==> src/rtl/switch_debouncer_pkg.sv <==
// Shared types and default parameters for the switch debouncer.
// The FSM state encoding lives here so other blocks can decode it if needed.
package debounce_pkg;

   typedef enum logic [1:0] {
      S_LOW       = 2'd0,
      S_WAIT_HIGH = 2'd1,
      S_HIGH      = 2'd2,
      S_WAIT_LOW  = 2'd3
   } state_t;

   localparam int DEF_STABLE_CYCLES = 16;
   localparam int DEF_SYNC_STAGES   = 2;

endpackage

==> src/rtl/switch_debouncer_sync_chain.sv <==
// Multi-flop synchroniser for one asynchronous bit; all stages reset to 0.
module sync_chain #(
   parameter int DEPTH = 2
) (
   input  logic clk,
   input  logic rst_n,
   input  logic i_d,
   output logic o_q
);

   logic [DEPTH-1:0] r_sync;

   always_ff @(posedge clk or negedge rst_n) begin
      if (!rst_n) r_sync <= '0;
      else        r_sync <= {r_sync[DEPTH-2:0], i_d};
   end

   assign o_q = r_sync[DEPTH-1];

endmodule

==> src/rtl/switch_debouncer.sv <==
// Debounces a raw switch input: synchronise, then accept a new level only
// after STABLE_CYCLES consecutive agreeing samples; emits rise/fall strobes.
module switch_debouncer
   import debounce_pkg::*;
#(
   parameter int STABLE_CYCLES = DEF_STABLE_CYCLES,
   parameter int SYNC_STAGES   = DEF_SYNC_STAGES
) (
   input  logic clk,
   input  logic rst_n,
   input  logic a,
   output logic y,
   output logic rise,
   output logic fall
);

   localparam int               CNT_W    = $clog2(STABLE_CYCLES);
   localparam logic [CNT_W-1:0] CNT_LAST = CNT_W'(STABLE_CYCLES - 1);

   if (STABLE_CYCLES < 2 || SYNC_STAGES < 2) begin : g_param_err
      $fatal(1, "switch_debouncer: STABLE_CYCLES and SYNC_STAGES must be >= 2");
   end

   logic             w_a_sync;
   state_t           r_state;
   logic [CNT_W-1:0] r_cnt;
   logic             r_y;
   logic             r_rise;
   logic             r_fall;

   sync_chain #(.DEPTH(SYNC_STAGES)) u_sync_a (
      .clk   (clk),
      .rst_n (rst_n),
      .i_d   (a),
      .o_q   (w_a_sync)
   );

   // Counter is compared before incrementing, so it never wraps.
   always_ff @(posedge clk or negedge rst_n) begin
      if (!rst_n) begin
         r_state <= S_LOW;
         r_cnt   <= '0;
         r_y     <= 1'b0;
         r_rise  <= 1'b0;
         r_fall  <= 1'b0;
      end else begin
         r_rise <= 1'b0;
         r_fall <= 1'b0;
         case (r_state)
            S_LOW: begin
               if (w_a_sync) begin
                  r_state <= S_WAIT_HIGH;
                  r_cnt   <= '0;
               end
            end
            S_WAIT_HIGH: begin
               if (!w_a_sync) begin
                  r_state <= S_LOW;
                  r_cnt   <= '0;
               end else if (r_cnt == CNT_LAST) begin
                  r_state <= S_HIGH;
                  r_cnt   <= '0;
                  r_y     <= 1'b1;
                  r_rise  <= 1'b1;
               end else begin
                  r_cnt <= r_cnt + CNT_W'(1);
               end
            end
            S_HIGH: begin
               if (!w_a_sync) begin
                  r_state <= S_WAIT_LOW;
                  r_cnt   <= '0;
               end
            end
            S_WAIT_LOW: begin
               if (w_a_sync) begin
                  r_state <= S_HIGH;
                  r_cnt   <= '0;
               end else if (r_cnt == CNT_LAST) begin
                  r_state <= S_LOW;
                  r_cnt   <= '0;
                  r_y     <= 1'b0;
                  r_fall  <= 1'b1;
               end else begin
                  r_cnt <= r_cnt + CNT_W'(1);
               end
            end
            default: begin
               r_state <= S_LOW;
               r_cnt   <= '0;
               r_y     <= 1'b0;
            end
         endcase
      end
   end

   assign y    = r_y;
   assign rise = r_rise;
   assign fall = r_fall;

endmodule

==> config.mk <==
export PLATFORM = sky130hd
export DESIGN_NAME = switch_debouncer
export DESIGN_NICKNAME = d
export VERILOG_FILES = /design/src/rtl/switch_debouncer_pkg.sv /design/src/rtl/switch_debouncer_sync_chain.sv /design/src/rtl/switch_debouncer.sv
export SDC_FILE = /design/constraint.sdc
export NUM_CORES = 1
export LEC_CHECK = 0
export ABC_AREA = 0
export CAP_MARGIN = 20
export CORE_AREA = 2 2 39 41
export DETAILED_ROUTE_END_ITERATION = 10
export DIE_AREA = 0 0 41 43
export DONT_BUFFER_PORTS = 1
export PLACE_DENSITY = 0.59
export SYNTH_ARGS = -nofsm -noshare
export SYNTH_HDL_FRONTEND = slang
export SYNTH_SLANG_ARGS = --single-unit
==> constraint.sdc <==
create_clock -name clk -period 2.2 [get_ports clk]
set_clock_uncertainty 0.15 [all_clocks]
set_input_delay 0.44 -clock clk [delete_from_list [all_inputs] [get_ports clk]]
set_output_delay 0.44 -clock clk [all_outputs]
set_load 0.1 [all_outputs]
==> metrics.txt, run 1 <==
status complete, no violations; CTS resizes 0; Syn Inst Count 45; Worst EP arrival 0.88 ns; global placer's final weighted congestion 0.702; worst-margin pin slew 0.495 ns; final worst path period share 66.9%; Critical path buffers and inverters 1; pwr dens 662 nW/um^2; die extent in x 41 microns; worst-case clock buffer depth 2; Crit path largest cell delay 0.32 ns; Ys Warns 0; CTS root buffer clkbuf_4; multiplexer share of the synthesized area 0%; post-DP HPWL 560 microns; RSZ-0062 raised after global routing no; top cell type's share of synthesized area about 57%; post-synthesis adder-cell area fraction 2.58%; simple-gate share of the synthesized area 22.4%; Peak VDD IR 0.000256 V; Yosys top cell by area dfrtp_1; Worst Hold Margin 0.0458 ns; reg2reg path depth 4; via count ~340; largest cells by area after synthesis dfrtp_1 57%, nand2_1 7.0%, xor2_1 3.6%, xnor2_2 3.4%, o21ai_0 3.1%; Post-synth ARST share 100%; Die Footprint approximately 1800 sq um; min-delay src a; setup TNS 0 ns; Fin. Hold Viols 0; Most used DFF post-synth dfrtp_1; min Tclk post-route 1.47 ns; #FFs+latches synth 11; IO Count 6; worst path cell trace buf_4; first-pass iteration count of the detailed router 4; Startpoint Class flop; Port-buffer cells 0; Worst-path clk slew 0.07 ns; syn nets 49; post-route ant nets 0; Final setup viols 0; Setup crit start y$_DFFE_PN0P_; Synth Area in XOR/XNOR 6.96%; HP Class input pin to flop; slew margin rel. ~67%; Max Cap Viol 0; Crit path depth 1; worst r2r src r_cnt[0]$_DFFE_PN0P_; Final Max Tran Viols 0; Sink Count 11; main combinational cell family by area after synthesis simple AND/OR/NAND/NOR gates; first-pass GRT wire length 1280 microns; TritonCTS Buffers 3; Reg2Reg Setup Slack 0.79 ns; Slowest cell on crit path dfrtp_1; peak fanout along the critical path 3; H-tree lvl count 1; maximum clock rate 680 MHz; CP delay by family, top flip-flops; synthesized area slightly below 500 sq um; Starting Density 35.1%; vias in the first global route 316; most frequent cell after synthesis dfrtp_1; CP required 1.61 ns; number of flops mapped to enable cells by yosys 0; drt initial violations 5; Critical Path Sink Type output port; Synth Area in Compound Gates 9.54%; worst setup path endpoint y; NumNets Final 57; Inserted Diodes 0; Syn-to-layout area delta 15.2%; CP Class flop to output port; Reg-to-Reg End y$_DFFE_PN0P_; sequential fraction of the synthesis area 56.7%; initial antenna violation count 0; GRT Total Usage a little over a tenth; core area 1380 sq um; share of layout cells above drive strength 1 between 10% and 20%; TritonCTS clock tree built; grt ovf 0; wire length per cell 11.0 microns; Vert. Die Dim ~43 microns; Leakage between 0.2 and 0.3 nW; total wire length about 750 microns; worst skew pair latency 0.27 ns; Rows 14; largest net degree at the start of global routing 12; post-DR vias/cell 5.03; Post-route DRC 0; Setup Buffers After CTS 0; Post-synth top cells 11 x dfrtp_1, 9 x nand2_1, 3 x o21ai_0; number of distinct library cells after synthesis 19; Avg Synthesized Cell Area approximately 11 sq um
-- cells in the final DEF, fill, tap and decap left out --
cell type	netlist	final
dfrtp_1	11	11
nand2_1	9	9
o21ai_0	3	3
clkbuf_4	0	3
buf_4	0	3
nor2_1	2	2
xor2_1	2	2
nand3_1	2	2
a21oi_1	2	2
o22ai_1	2	2
nand3b_1	2	2
nand4_1	1	1
nor3b_1	1	1
and4_2	1	1
xnor2_2	1	1
inv_1	1	1
and4b_1	1	1
and2b_2	1	1
a311oi_1	1	1
ha_1	1	1
clkbuf_1	0	1
dlygate4sd3_1	0	1
-- timing repair --
action,in CTS,in global routing
hold endpoints to repair,11,0
hold buffers,1,0
setup endpoints to repair,0,0
-- power by group --
group	total, mW	internal, mW	switching, mW
Clock	0.137	0.0702	0.0670
Combinational	0.0175	0.00763	0.00987
Sequential	0.216	0.208	0.00775
Total	0.370	0.286	0.0846
-- worst min-delay path by stage --
stage | cells past startpoint | to | slack [ns]
2_1_floorplan | 0 | async pin | -0.006
3_3_place_gp | 0 | r_cnt[3]$_DFFE_PN0P_ | -0.005
3_5_place_dp | 0 | r_cnt[3]$_DFFE_PN0P_ | -0.005
4_1_cts | 0 | u_sync_a.r_sync[0]$_DFF_PN0_ | 0.04
5_1_grt | 0 | u_sync_a.r_sync[0]$_DFF_PN0_ | 0.03
6_report | 0 | u_sync_a.r_sync[0]$_DFF_PN0_ | 0.05
-- per-layer routing --
| layer | vias up | wire, microns | GRT usage [%] |
|---|---|---|---|
| met5 | - | 0 | 0 |
| met1 | 161 | 333 | 13.7 |
| met2 | 6 | 366 | 15.6 |
| met3 | 2 | 35 | 2.09 |
| met4 | 0 | 14 | 8.00 |
| li1 | 173 | - | - |
-- per-stage QoR --
| step | power (mW) | worst slack, ns | std cells | instance area (sq um) | utilization, % |
|---|---|---|---|---|---|
| floorplan | 0.230 | 0.702 | 45 | 485 | - |
| global placement | 0.233 | 0.829 | 63 | 523 | 37.8 |
| detailed placement | 0.233 | 0.798 | 63 | 523 | 37.8 |
| CTS | 0.377 | 0.721 | 68 | 559 | 40.4 |
| global route | 0.388 | 0.696 | 68 | 559 | 40.4 |
| finish | 0.370 | 0.729 | 68 | 559 | 40.4 |
-- kinds of logic after synthesis --
group	count (synthesis)
xor+xnor	3
flops	11
simple gates	20
buf+inv	2
fa+ha+maj	1
compound gates	8
-- registers in the layout (all words and copies together) (netlist names), named ones only --
signal / cells
fall: 1
r_cnt: 4
r_state: 1
rise: 1
u_sync_a.r_sync: 2
y: 1
-- worst reg2reg max path: stages (launching register included) --
cell	delay, ns
dfrtp_1	0.41
ha_1	0.27
and4_2	0.24
a21oi_1	0.15
a21oi_1	0.06
-- cell type report --
class	count	area, sq um
Fill cell	140	825
Sequential cell	11	275
Multi-Input combinational cell	32	201
Timing Repair Buffer	4	32.5
Clock buffer	4	26.3
Tap cell	16	20.0
Inverter	1	3.75
(Power assumes the default switching activity.)
==> inputs of run 2 (changes only) <==
PLACE_DENSITY = 0.61   (was 0.59)
clock period = 1.24 ns   (was 2.2 ns; I/O delays follow)
==> metrics.txt, run 2 (synthesis results as in run 1) <==
final worst path period share 102%; CP Class flop to flop (was flop to output port); post-route ant nets 0 (unchanged); grt ovf 0 (unchanged); die extent in x 41 microns (unchanged); Syn-to-layout area delta 50.5% (was 15.2%); CTS root buffer clkbuf_4 (unchanged); most frequent cells in the layout 9 x buf_4, 8 x nand2_1, 6 x dfrtp_2 (was 11 x dfrtp_1, 9 x nand2_1, 3 x o21ai_0, 3 x clkbuf_4, 3 x buf_4); first-pass iteration count of the detailed router 2 (was 4); worst-margin pin slew 0.498 ns (was 0.495 ns); largest net degree at the start of global routing 12 (unchanged); Filler cells 142 (was 140); wire length per cell 12.8 microns (was 11.0 microns); Sink Count 11 (unchanged); worst path cell trace ha_4, nand4_1, o21ai_1, a21oi_1 (was buf_4); slew margin rel. 66.7% (was 66.9%); Setup WS post-layout -0.0283 ns (was 0.729 ns); Worst-path clk slew 0.07 ns (about the same); Starting Density 35.1% (unchanged); Final Cell Area 731 sq um (was 559 sq um); failing checks negative setup slack; pwr dens 937 nW/um^2 (was 662 nW/um^2); min-delay src u_sync_a.r_sync[0]$_DFF_PN0_ (was a); pre-CTS setup slack -0.0814 ns (was 0.798 ns); GRT Total Usage 15.6% (was 10.8%); Rows 14 (unchanged); initial antenna violation count 0 (unchanged); Reg with most FFs r_cnt (unchanged); Slowest cell on crit path dfrtp_2 (was dfrtp_1); IO Count 6 (unchanged); Multi-input gate area 239 sq um (was 201 sq um); worst-case clock buffer depth 2 (unchanged); first-pass GRT wire length 1740 microns (was 1280 microns); CP delay by family, top flip-flops (unchanged); global placer's final weighted congestion 0.708 (was 0.702); Peak VDD IR 0.000611 V (was 0.000256 V); core area 1380 sq um (unchanged); Max Cap Viol 0 (unchanged); Worst EP arrival 1.27 ns (was 0.88 ns); vias in the first global route 414 (was 316); dpl cell area 604 sq um (was 523 sq um); Post-route DRC 0 (unchanged); share of layout cells above drive strength 1 46.0% (was 17.3%); max reg flops 4 (unchanged); Leakage 0.322 nW (was 0.264 nW); Final setup viols 5 (was 0); Reg-to-Reg End y$_DFFE_PN0P_ (unchanged); post-DP HPWL 626 microns (was 560 microns); Die Footprint 1760 sq um (unchanged); RSZ-0062 raised after global routing yes (was no); Fin. Hold Viols 0 (unchanged); TritonCTS clock tree built (unchanged); Critical Path Sink Type flop (was output port); Hold Path End u_sync_a.r_sync[1]$_DFF_PN0_ (was u_sync_a.r_sync[0]$_DFF_PN0_); worst r2r src r_cnt[0]$_DFFE_PN0P_ (unchanged); top flop regs r_cnt (4), u_sync_a.r_sync (2) (unchanged); worst skew pair latency 0.27 ns (about the same); post-DR vias/cell 5.05 (was 5.03); status finished with violations (was complete, no violations); sequential cell area 283 sq um (was 275 sq um); most common cell after layout, fill and taps aside buf_4 (was dfrtp_1); H-tree lvl count 1 (unchanged); Port-buffer cells 0 (unchanged); Startpoint Class flop (unchanged); reg2reg path depth 4 (unchanged); maximum clock rate 788 MHz; NumNets Final 68 (was 57); Critical path buffers and inverters 0 (was 1); via count 399 (was 342); TritonCTS Buffers 3 (unchanged); total wire length 1010 microns (was 750 microns); peak fanout along the critical path 5 (was 3); final core occ 52.8% (was 40.4%); Final Max Tran Viols 0 (unchanged); CP required 1.24 ns (was 1.61 ns); hold depth 0 (unchanged); min Tclk post-route around 1.3 ns; drt initial violations 5 (unchanged); Inserted Diodes 0 (unchanged); Reg2Reg Setup Slack -0.03 ns (was 0.79 ns); HP Class flop to flop (was input pin to flop); Crit path largest cell delay 0.41 ns (was 0.32 ns); Vert. Die Dim 43 microns (unchanged)
run 2: metrics by stage:
| step | TNS (ns) | hold slack, ns | power, mW | cells |
|---|---|---|---|---|
| 2_1_floorplan | -0.0394 | -0.198 | 0.408 | 45 |
| 3_3_place_gp | -0.158 | -0.197 | 0.420 | 68 |
| 3_5_place_dp | -0.203 | -0.197 | 0.420 | 68 |
| 4_1_cts | -0.111 | 0.220 | 0.689 | 77 |
| 5_1_grt | -0.374 | 0.228 | 0.722 | 79 |
| 6_report | -0.0957 | 0.215 | 0.684 | 79 |
run 2: cell type report:
type                    count  share of cell area [%]
clock buffers               4                    3.60
inverters                   1                   0.514
multi-input cells          32                    32.7
flip-flops and latches     11                    38.7
well taps                  16                    2.74
repair buffers             15                    21.7
run 2: where the power goes:
group	switching (mW)	internal (mW)	leakage [nW]
clock	0.117	0.125	0.0150
sequential	0.0149	0.370	0.136
combinational	0.0262	0.0312	0.171
total	0.158	0.526	0.322
run 2: worst max-delay path by stage:
stage	slack, ns	depth (start not counted)	to	start
floorplan	-0.04	4	y$_DFFE_PN0P_	r_cnt[0]$_DFFE_PN0P_
finish	-0.03	4	y$_DFFE_PN0P_	r_cnt[0]$_DFFE_PN0P_
detailed placement	-0.08	4	y$_DFFE_PN0P_	r_cnt[0]$_DFFE_PN0P_
global route	-0.1	4	y$_DFFE_PN0P_	r_cnt[0]$_DFFE_PN0P_
CTS	-0.04	1	y	y$_DFFE_PN0P_
global placement	-0.07	3	r_cnt[3]$_DFFE_PN0P_	r_cnt[3]$_DFFE_PN0P_
run 2: what timing repair did:
item,in CTS,in global routing
buffers inserted,3,2
hold buffers,2,0
gates resized for setup,6,7
pin swaps,4,9
endpoints found under the setup margin,9,12
endpoints found under the hold margin,12,0
cloned,0,0
run 2: routing by layer:
layer  global-route usage [%]  vias up  wire [microns]  part of all wire, %
met5                        0        -               0                    0
met2                     23.1        7             541                   54
met4                     14.0        0              41                  4.1
met1                     18.3      192             389                   39
li1                         -      195               -                    -
met3                     2.09        5              35                  3.5
